## config.mk

```make
export PLATFORM = sky130hd
export DESIGN_NAME = frame_flusher_flat
export DESIGN_NICKNAME = d
export VERILOG_FILES = /design/src/rtl/frame_pkg.sv /design/src/rtl/frame_flusher_if.sv /design/src/rtl/frame_flusher_raster_counter.sv /design/src/rtl/frame_flusher.sv /design/src/flat_wrapper.sv
export SDC_FILE = /design/constraint.sdc
export NUM_CORES = 1
export LEC_CHECK = 0
export ABC_AREA = 0
export BUFFER_PORTS_ARGS = -buffer_cell sky130_fd_sc_hd__buf_4
export CELL_PAD_IN_SITES_DETAIL_PLACEMENT = 1
export CELL_PAD_IN_SITES_GLOBAL_PLACEMENT = 1
export CORE_ASPECT_RATIO = 0.5
export CORE_MARGIN = 2
export CORE_UTILIZATION = 39
export DETAILED_ROUTE_END_ITERATION = 8
export PLACE_DENSITY = 0.91
export SLEW_MARGIN = 20
export SYNTH_ARGS = -nofsm -noshare
export SYNTH_HDL_FRONTEND = slang
export SYNTH_SLANG_ARGS = --single-unit
```

## constraint.sdc

```tcl
create_clock -name clk -period 5.33 [get_ports clk]
set_clock_uncertainty 0.15 [all_clocks]
set_input_delay 1.066 -clock clk [delete_from_list [all_inputs] [get_ports clk]]
set_output_delay 1.066 -clock clk [all_outputs]
set_load 0.01 [all_outputs]
```

## src/rtl/frame_pkg.sv

```systemverilog
// Shared constants and FSM encoding for the frame flusher and its raster counter.
package frame_pkg;

    localparam int SCREEN_W = 160;
    localparam int SCREEN_H = 120;
    localparam int COLOUR_W = 6;
    localparam int COORD_W  = 8;
    localparam int VGA_Y_W  = 7;

    typedef enum logic [1:0] {
        IDLE  = 2'd0,
        SWEEP = 2'd1,
        DRAIN = 2'd2,
        DONE  = 2'd3
    } state_t;

endpackage

```

## src/rtl/frame_flusher_if.sv

```systemverilog
// Bus between the frame flusher, the combinational decoders and the VGA adapter.
//
// Control handshake: start is a level or pulse looked at only while the
// flusher is idle; once accepted, busy rises on the next cycle and stays high
// for the whole sweep plus the drain cycle; done is a single-cycle pulse after
// the last plot. start seen while busy or during done is ignored.
// Decoder path: flush_x/flush_y go out, layer_enable/layer_colour must come
// back combinationally within the same cycle.
// VGA path: vga_plot is a write strobe; vga_x/vga_y/vga_colour are valid
// whenever vga_plot is high. There is no back-pressure.
interface frame_flusher_if;
    import frame_pkg::*;

    logic                start;
    logic                busy;
    logic                done;
    logic [COORD_W-1:0]  flush_x;
    logic [COORD_W-1:0]  flush_y;
    logic                layer_enable;
    logic [COLOUR_W-1:0] layer_colour;
    logic [COORD_W-1:0]  vga_x;
    logic [VGA_Y_W-1:0]  vga_y;
    logic [COLOUR_W-1:0] vga_colour;
    logic                vga_plot;

    modport master (
        input  start, layer_enable, layer_colour,
        output busy, done, flush_x, flush_y,
        output vga_x, vga_y, vga_colour, vga_plot
    );

    modport slave (
        output start, layer_enable, layer_colour,
        input  busy, done, flush_x, flush_y,
        input  vga_x, vga_y, vga_colour, vga_plot
    );

endinterface

```

## src/rtl/frame_flusher_raster_counter.sv

```systemverilog
// x-fastest raster position counter; wraps to (0,0) after the bottom-right pixel.
module raster_counter
    import frame_pkg::*;
#(
    parameter int W = SCREEN_W,
    parameter int H = SCREEN_H
) (
    input  logic               clk,
    input  logic               reset,
    input  logic               clear,
    input  logic               advance,
    output logic [COORD_W-1:0] x,
    output logic [COORD_W-1:0] y,
    output logic               last
);

    localparam logic [COORD_W-1:0] X_MAX = COORD_W'(W - 1);
    localparam logic [COORD_W-1:0] Y_MAX = COORD_W'(H - 1);

    // Position register: step one pixel per advance, row wrap bumps y.
    always_ff @(posedge clk) begin
        if (reset || clear) begin
            x <= '0;
            y <= '0;
        end else if (advance) begin
            if (x == X_MAX) begin
                x <= '0;
                if (y == Y_MAX) begin
                    y <= '0;
                end else begin
                    y <= y + 1'b1;
                end
            end else begin
                x <= x + 1'b1;
            end
        end
    end

    assign last = (x == X_MAX) && (y == Y_MAX);

endmodule

```

## src/rtl/frame_flusher.sv

```systemverilog
// Sweeps the whole frame through the decoders and streams one registered
// plot per pixel to the VGA adapter, painting unclaimed pixels with BG_COLOUR.
module frame_flusher #(
    parameter int                             SCREEN_W  = frame_pkg::SCREEN_W,
    parameter int                             SCREEN_H  = frame_pkg::SCREEN_H,
    parameter logic [frame_pkg::COLOUR_W-1:0] BG_COLOUR = '0
) (
    input  logic              clk,
    input  logic              reset,
    frame_flusher_if.master   bus,
    output frame_pkg::state_t dbg_state
);

    frame_pkg::state_t             state;
    frame_pkg::state_t             state_next;
    logic [frame_pkg::COORD_W-1:0] pos_x;
    logic [frame_pkg::COORD_W-1:0] pos_y;
    logic                          pos_last;
    logic                          pos_clear;
    logic                          pos_advance;

    raster_counter #(
        .W (SCREEN_W),
        .H (SCREEN_H)
    ) u_raster (
        .clk     (clk),
        .reset   (reset),
        .clear   (pos_clear),
        .advance (pos_advance),
        .x       (pos_x),
        .y       (pos_y),
        .last    (pos_last)
    );

    // FSM state register.
    always_ff @(posedge clk) begin
        if (reset) begin
            state <= frame_pkg::IDLE;
        end else begin
            state <= state_next;
        end
    end

    // Next-state and counter control; the counter wraps itself to (0,0) on
    // the last SWEEP step, so DRAIN and IDLE already present the origin.
    always_comb begin
        state_next  = state;
        pos_clear   = 1'b0;
        pos_advance = 1'b0;
        case (state)
            frame_pkg::IDLE: begin
                pos_clear = 1'b1;
                if (bus.start) begin
                    state_next = frame_pkg::SWEEP;
                end
            end
            frame_pkg::SWEEP: begin
                pos_advance = 1'b1;
                if (pos_last) begin
                    state_next = frame_pkg::DRAIN;
                end
            end
            frame_pkg::DRAIN: state_next = frame_pkg::DONE;
            frame_pkg::DONE:  state_next = frame_pkg::IDLE;
            default:          state_next = frame_pkg::IDLE;
        endcase
    end

    // Output register: captures this cycle's coordinate and decoder answer,
    // so each plot appears one cycle after its pixel was presented.
    always_ff @(posedge clk) begin
        if (reset) begin
            bus.vga_x      <= '0;
            bus.vga_y      <= '0;
            bus.vga_colour <= '0;
            bus.vga_plot   <= 1'b0;
        end else begin
            bus.vga_x      <= pos_x;
            bus.vga_y      <= pos_y[frame_pkg::VGA_Y_W-1:0];
            bus.vga_colour <= bus.layer_enable ? bus.layer_colour : BG_COLOUR;
            bus.vga_plot   <= (state == frame_pkg::SWEEP);
        end
    end

    assign bus.flush_x = pos_x;
    assign bus.flush_y = pos_y;
    assign bus.busy    = (state == frame_pkg::SWEEP) || (state == frame_pkg::DRAIN);
    assign bus.done    = (state == frame_pkg::DONE);
    assign dbg_state   = state;

endmodule

```

## src/flat_wrapper.sv

```systemverilog
// flat-port wrapper written by rule: the top's interface ports become plain ports
module frame_flusher_flat 
#(
    parameter int                             SCREEN_W  = frame_pkg::SCREEN_W,
    parameter int                             SCREEN_H  = frame_pkg::SCREEN_H,
    parameter logic [frame_pkg::COLOUR_W-1:0] BG_COLOUR = '0
)
  (clk, reset, dbg_state, bus_start, bus_layer_enable, bus_layer_colour, bus_busy, bus_done, bus_flush_x, bus_flush_y, bus_vga_x, bus_vga_y, bus_vga_colour, bus_vga_plot);
  frame_flusher_if bus_i ();
  input  logic clk;
  input  logic reset;
  output frame_pkg::state_t dbg_state;
  input wire logic [$bits(bus_i.start)-1:0] bus_start;
  input wire logic [$bits(bus_i.layer_enable)-1:0] bus_layer_enable;
  input wire logic [$bits(bus_i.layer_colour)-1:0] bus_layer_colour;
  output wire logic [$bits(bus_i.busy)-1:0] bus_busy;
  output wire logic [$bits(bus_i.done)-1:0] bus_done;
  output wire logic [$bits(bus_i.flush_x)-1:0] bus_flush_x;
  output wire logic [$bits(bus_i.flush_y)-1:0] bus_flush_y;
  output wire logic [$bits(bus_i.vga_x)-1:0] bus_vga_x;
  output wire logic [$bits(bus_i.vga_y)-1:0] bus_vga_y;
  output wire logic [$bits(bus_i.vga_colour)-1:0] bus_vga_colour;
  output wire logic [$bits(bus_i.vga_plot)-1:0] bus_vga_plot;
  assign bus_i.start = bus_start;
  assign bus_i.layer_enable = bus_layer_enable;
  assign bus_i.layer_colour = bus_layer_colour;
  assign bus_busy = bus_i.busy;
  assign bus_done = bus_i.done;
  assign bus_flush_x = bus_i.flush_x;
  assign bus_flush_y = bus_i.flush_y;
  assign bus_vga_x = bus_i.vga_x;
  assign bus_vga_y = bus_i.vga_y;
  assign bus_vga_colour = bus_i.vga_colour;
  assign bus_vga_plot = bus_i.vga_plot;
  frame_flusher #(.SCREEN_W(SCREEN_W), .SCREEN_H(SCREEN_H), .BG_COLOUR(BG_COLOUR)) u_core (.clk(clk), .reset(reset), .bus(bus_i), .dbg_state(dbg_state));
endmodule
```

==> results.md <==
## STA
* actual transition at the worst max-transition pin: 0.454 ns
* final total negative setup slack: 0 ns
* min cycle time layout: 2.44 ns
* final setup violation count: 0
* total count of hold-check failures in the final report: 0
* Final Max Slew Viols: 0
* setup repair after global routing missed its margin: false
* remaining max-slew budget at the tightest pin: 69.6%
* Peak Freq: 409 MHz
* Tcrit/Tclk final: 45.8%

## Synth
* combinational family with the most area after synthesis: simple AND/OR/NAND/NOR gates
* Cells after Synth: 146
* largest cells by area after synthesis: dfxtp_1, nor2b_1, xor2_1, ha_1, nor2_1
* Yosys top cell area share: 53.3%
* Adder-Cell Fraction of Synth Area: 5.00%
* syn nets: 162
* cell type with the highest aggregate area in the netlist: dfxtp_1
* synthesized area divided by synthesized cell count: 10.3 um^2
* netlist area before placement: 1500 um^2
* distinct cell type count after synthesis: 28
* share of cell area taken by muxes after synthesis: 0.666%
* number of warnings printed during yosys synthesis: 0
* basic-gate share of the synthesized area counting and, or, nand and nor cells: 25.7%
* fraction of the yosys area taken by sequential cells: 53.3%
* post-synthesis compound-gate area fraction: 4.16%
* number of flip-flops and latches in the synthesized netlist: 40
* Post-Synth XOR/XNOR Area: 8.16%

## Layout
* Area growth syn-to-layout: 34.0%
* Layout fillers: 426
* antenna cells: 0
* net count reported at finish: 215
* share of final-layout standard cells stronger than drive strength 1: 31.0%
* area occupied by multi-input gates: 657 um^2
* register cell area after layout: 801 um^2

## Power
* Max VDD drop: 175 uV
* Tot Pwr: 670 uW
* static leakage power: 0.878 nW
* PwrDens: 333 nW/um^2

## Floorplanning
* I/O pin count: 52
* Vert. Die Dim: 47.9 um
* Rows: 15
* Core Footprint: 3570 um^2
* overall die width: 91.8 um
* die area: 4400 um^2
* effective utilization at floorplan: 42.1%

## Detailed routing
* vias per inst: 4.65
* # DRC: 0
* post-DR wirelength/cell: 14.6 um
* vias after detailed routing: 1168
* count of antenna-violating nets left after detailed routing: 0
* wire length after detailed routing: 3660 um
* TritonRoute pass-1 iters: 4
* starting DRC count in detailed routing: 41

## Flow run
* maximum capacitance violations: 0

## Critical path
* CP cell instances: inv_1, ha_1, buf_4
* Crit Path Max Fanout: 4
* startpoint kind of the worst setup timing path: register
* kind of cell adding the most delay to the critical path: flip-flops
* WP data arrival: 1.23 ns
* highest-delay cell along the critical path: dfxtp_1
* worst path required time: 4.11 ns
* largest stage delay on the critical path: 0.39 ns
* buffers plus inverters on the worst setup path: 2
* Worst Setup Path Type: register to output pin
* kind of end point of the critical path: output pin

## Clock tree
* clock insertion delay at the later pin of the skew report: 0.29 ns
* H-tree levels: 2
* post-cts resize count: 0
* clock edge transition at the registers on the reported setup and hold paths: 0.07 ns
* total number of clock tree sinks: 40
* TritonCTS clock tree: yes
* root buffer cell: clkbuf_8
* Max clock buf depth: 2
* hold-fix buffer count after cts: 0
* TritonCTS Buffers: 5
* buffer count from post-CTS setup fixing: 0

## Global route
* pin count of the biggest net entering global routing: 22
* global-route wire length before repair: 5730 um
* vias in the first global route: 1216
* number of antenna violations at the first check in global routing: 0
* total global routing track utilization: 17.6%
* met2 Use GR: 32.2%
* grt ovf: 0
* met1 capacity usage during global routing: 19.5%
* most used routing layer in global routing: met2
* met3 Resource Use GR: 5.20%

## Status
* outcome: finished, final reports clean

## Placement
* placer congestion estimate: 0.867
* port bufs: 51
* Detailed Place HPWL: 2580 um

## Hold path
* worst min path class: register to register

[placed cells by master, fill, tap and decap left out, types with 2 or more instances in the layout]
cell,instances
a21oi_1,2
and2_1,6
and3_1,3
and4_1,3
buf_4,51
clkbuf_8,6
dfxtp_1,40
ha_1,6
inv_1,4
nand2_1,7
nand3_1,4
nand4_1,5
nor2_1,18
nor2b_1,17
o21ai_0,2
xnor2_1,4
xor2_1,10
[worst register-to-register path, cell delays in order, from the launching register on]
cell and delay [ns]:
dfxtp_1 0.35, inv_1 0.10, ha_1 0.30, and4_1 0.47
nand2_1 0.19, o21ai_1 0.43, nor2_1 0.10
[path summary, 6_finish.rpt]
kind | startpoint | end | slack (ns) | cells after the start
max | u_core.dbg_state[0] | bus_busy | 2.89 | 3
min | u_core.u_raster.x[7] | u_core.bus.vga_x[7] | 0.37 | 1
max reg2reg | u_core.dbg_state[1] | u_core.u_raster.y[4] | 3.11 | 6
min reg2reg | u_core.u_raster.x[7] | u_core.bus.vga_x[7] | 0.37 | 1
[stage by stage]
step	util, %	worst slack (ns)	hold WS [ns]	instance area [um^2]	cells
global route	56.5	2.79	0.392	2010	251
CTS	56.5	2.88	0.368	2010	251
detailed placement	53.8	3.16	0.355	1920	243
global placement	53.8	3.24	0.350	1920	243
finish	56.5	2.89	0.366	2010	251
floorplan	-	3.30	0.366	1500	146
[routing by layer]
layer / vias up / part of all wire [%]
met2: 31 / 51
met5: - / 0
met1: 546 / 42
met4: 0 / 2.3
met3: 7 / 5.3
li1: 584 / -
[where the power goes]
| part | switching, mW | total [mW] | internal, mW |
|---|---|---|---|
| Clock | 0.103 | 0.208 | 0.105 |
| Sequential | 0.0113 | 0.323 | 0.312 |
| Combinational | 0.0740 | 0.138 | 0.0642 |
| Total | 0.189 | 0.670 | 0.481 |
[cells in the mapped netlist (all sizes together)]
cell type,n
nor2b,17
clkbuf,3
or3b,1
xnor2,4
xor2,10
nor2,18
o21ai,3
or2,1
nand2,7
and4,3
nand4,5
nand3,4
and2,6
buf,2
mux2i,1
inv,4
a41oi,1
nor3,1
a21oi,2
o311a,1
dfxtp,40
and4bb,2
and3,4
ha,6
[kinds of logic after synthesis]
logic type	Yosys count
DFF	40
AOI/OAI and AO/OA	7
muxes	1
and+or+nand+nor	69
xor gates and xnor gates	14
adders and majority gates	6
buffers and inverters	9
[area by class of cell]
type                    count  share of cell area, %
flip-flops and latches     40                   39.8
multi-input cells          97                   32.6
repair buffers             51                   19.0
clock buffers               7                   4.29
well taps                  51                   3.17
inverters                   4                  0.746
clock inverters             1                  0.373
[state kept, by name, summed over array words and instances, names as in the netlist]
name / count
u_core.bus.vga_x: 8
u_core.bus.vga_colour: 6
u_core.u_raster.y: 8
u_core.bus.vga_y: 7
u_core.bus.vga_plot: 1
u_core.dbg_state: 2
u_core.u_raster.x: 8
Power figures use the tool's default switching activity.
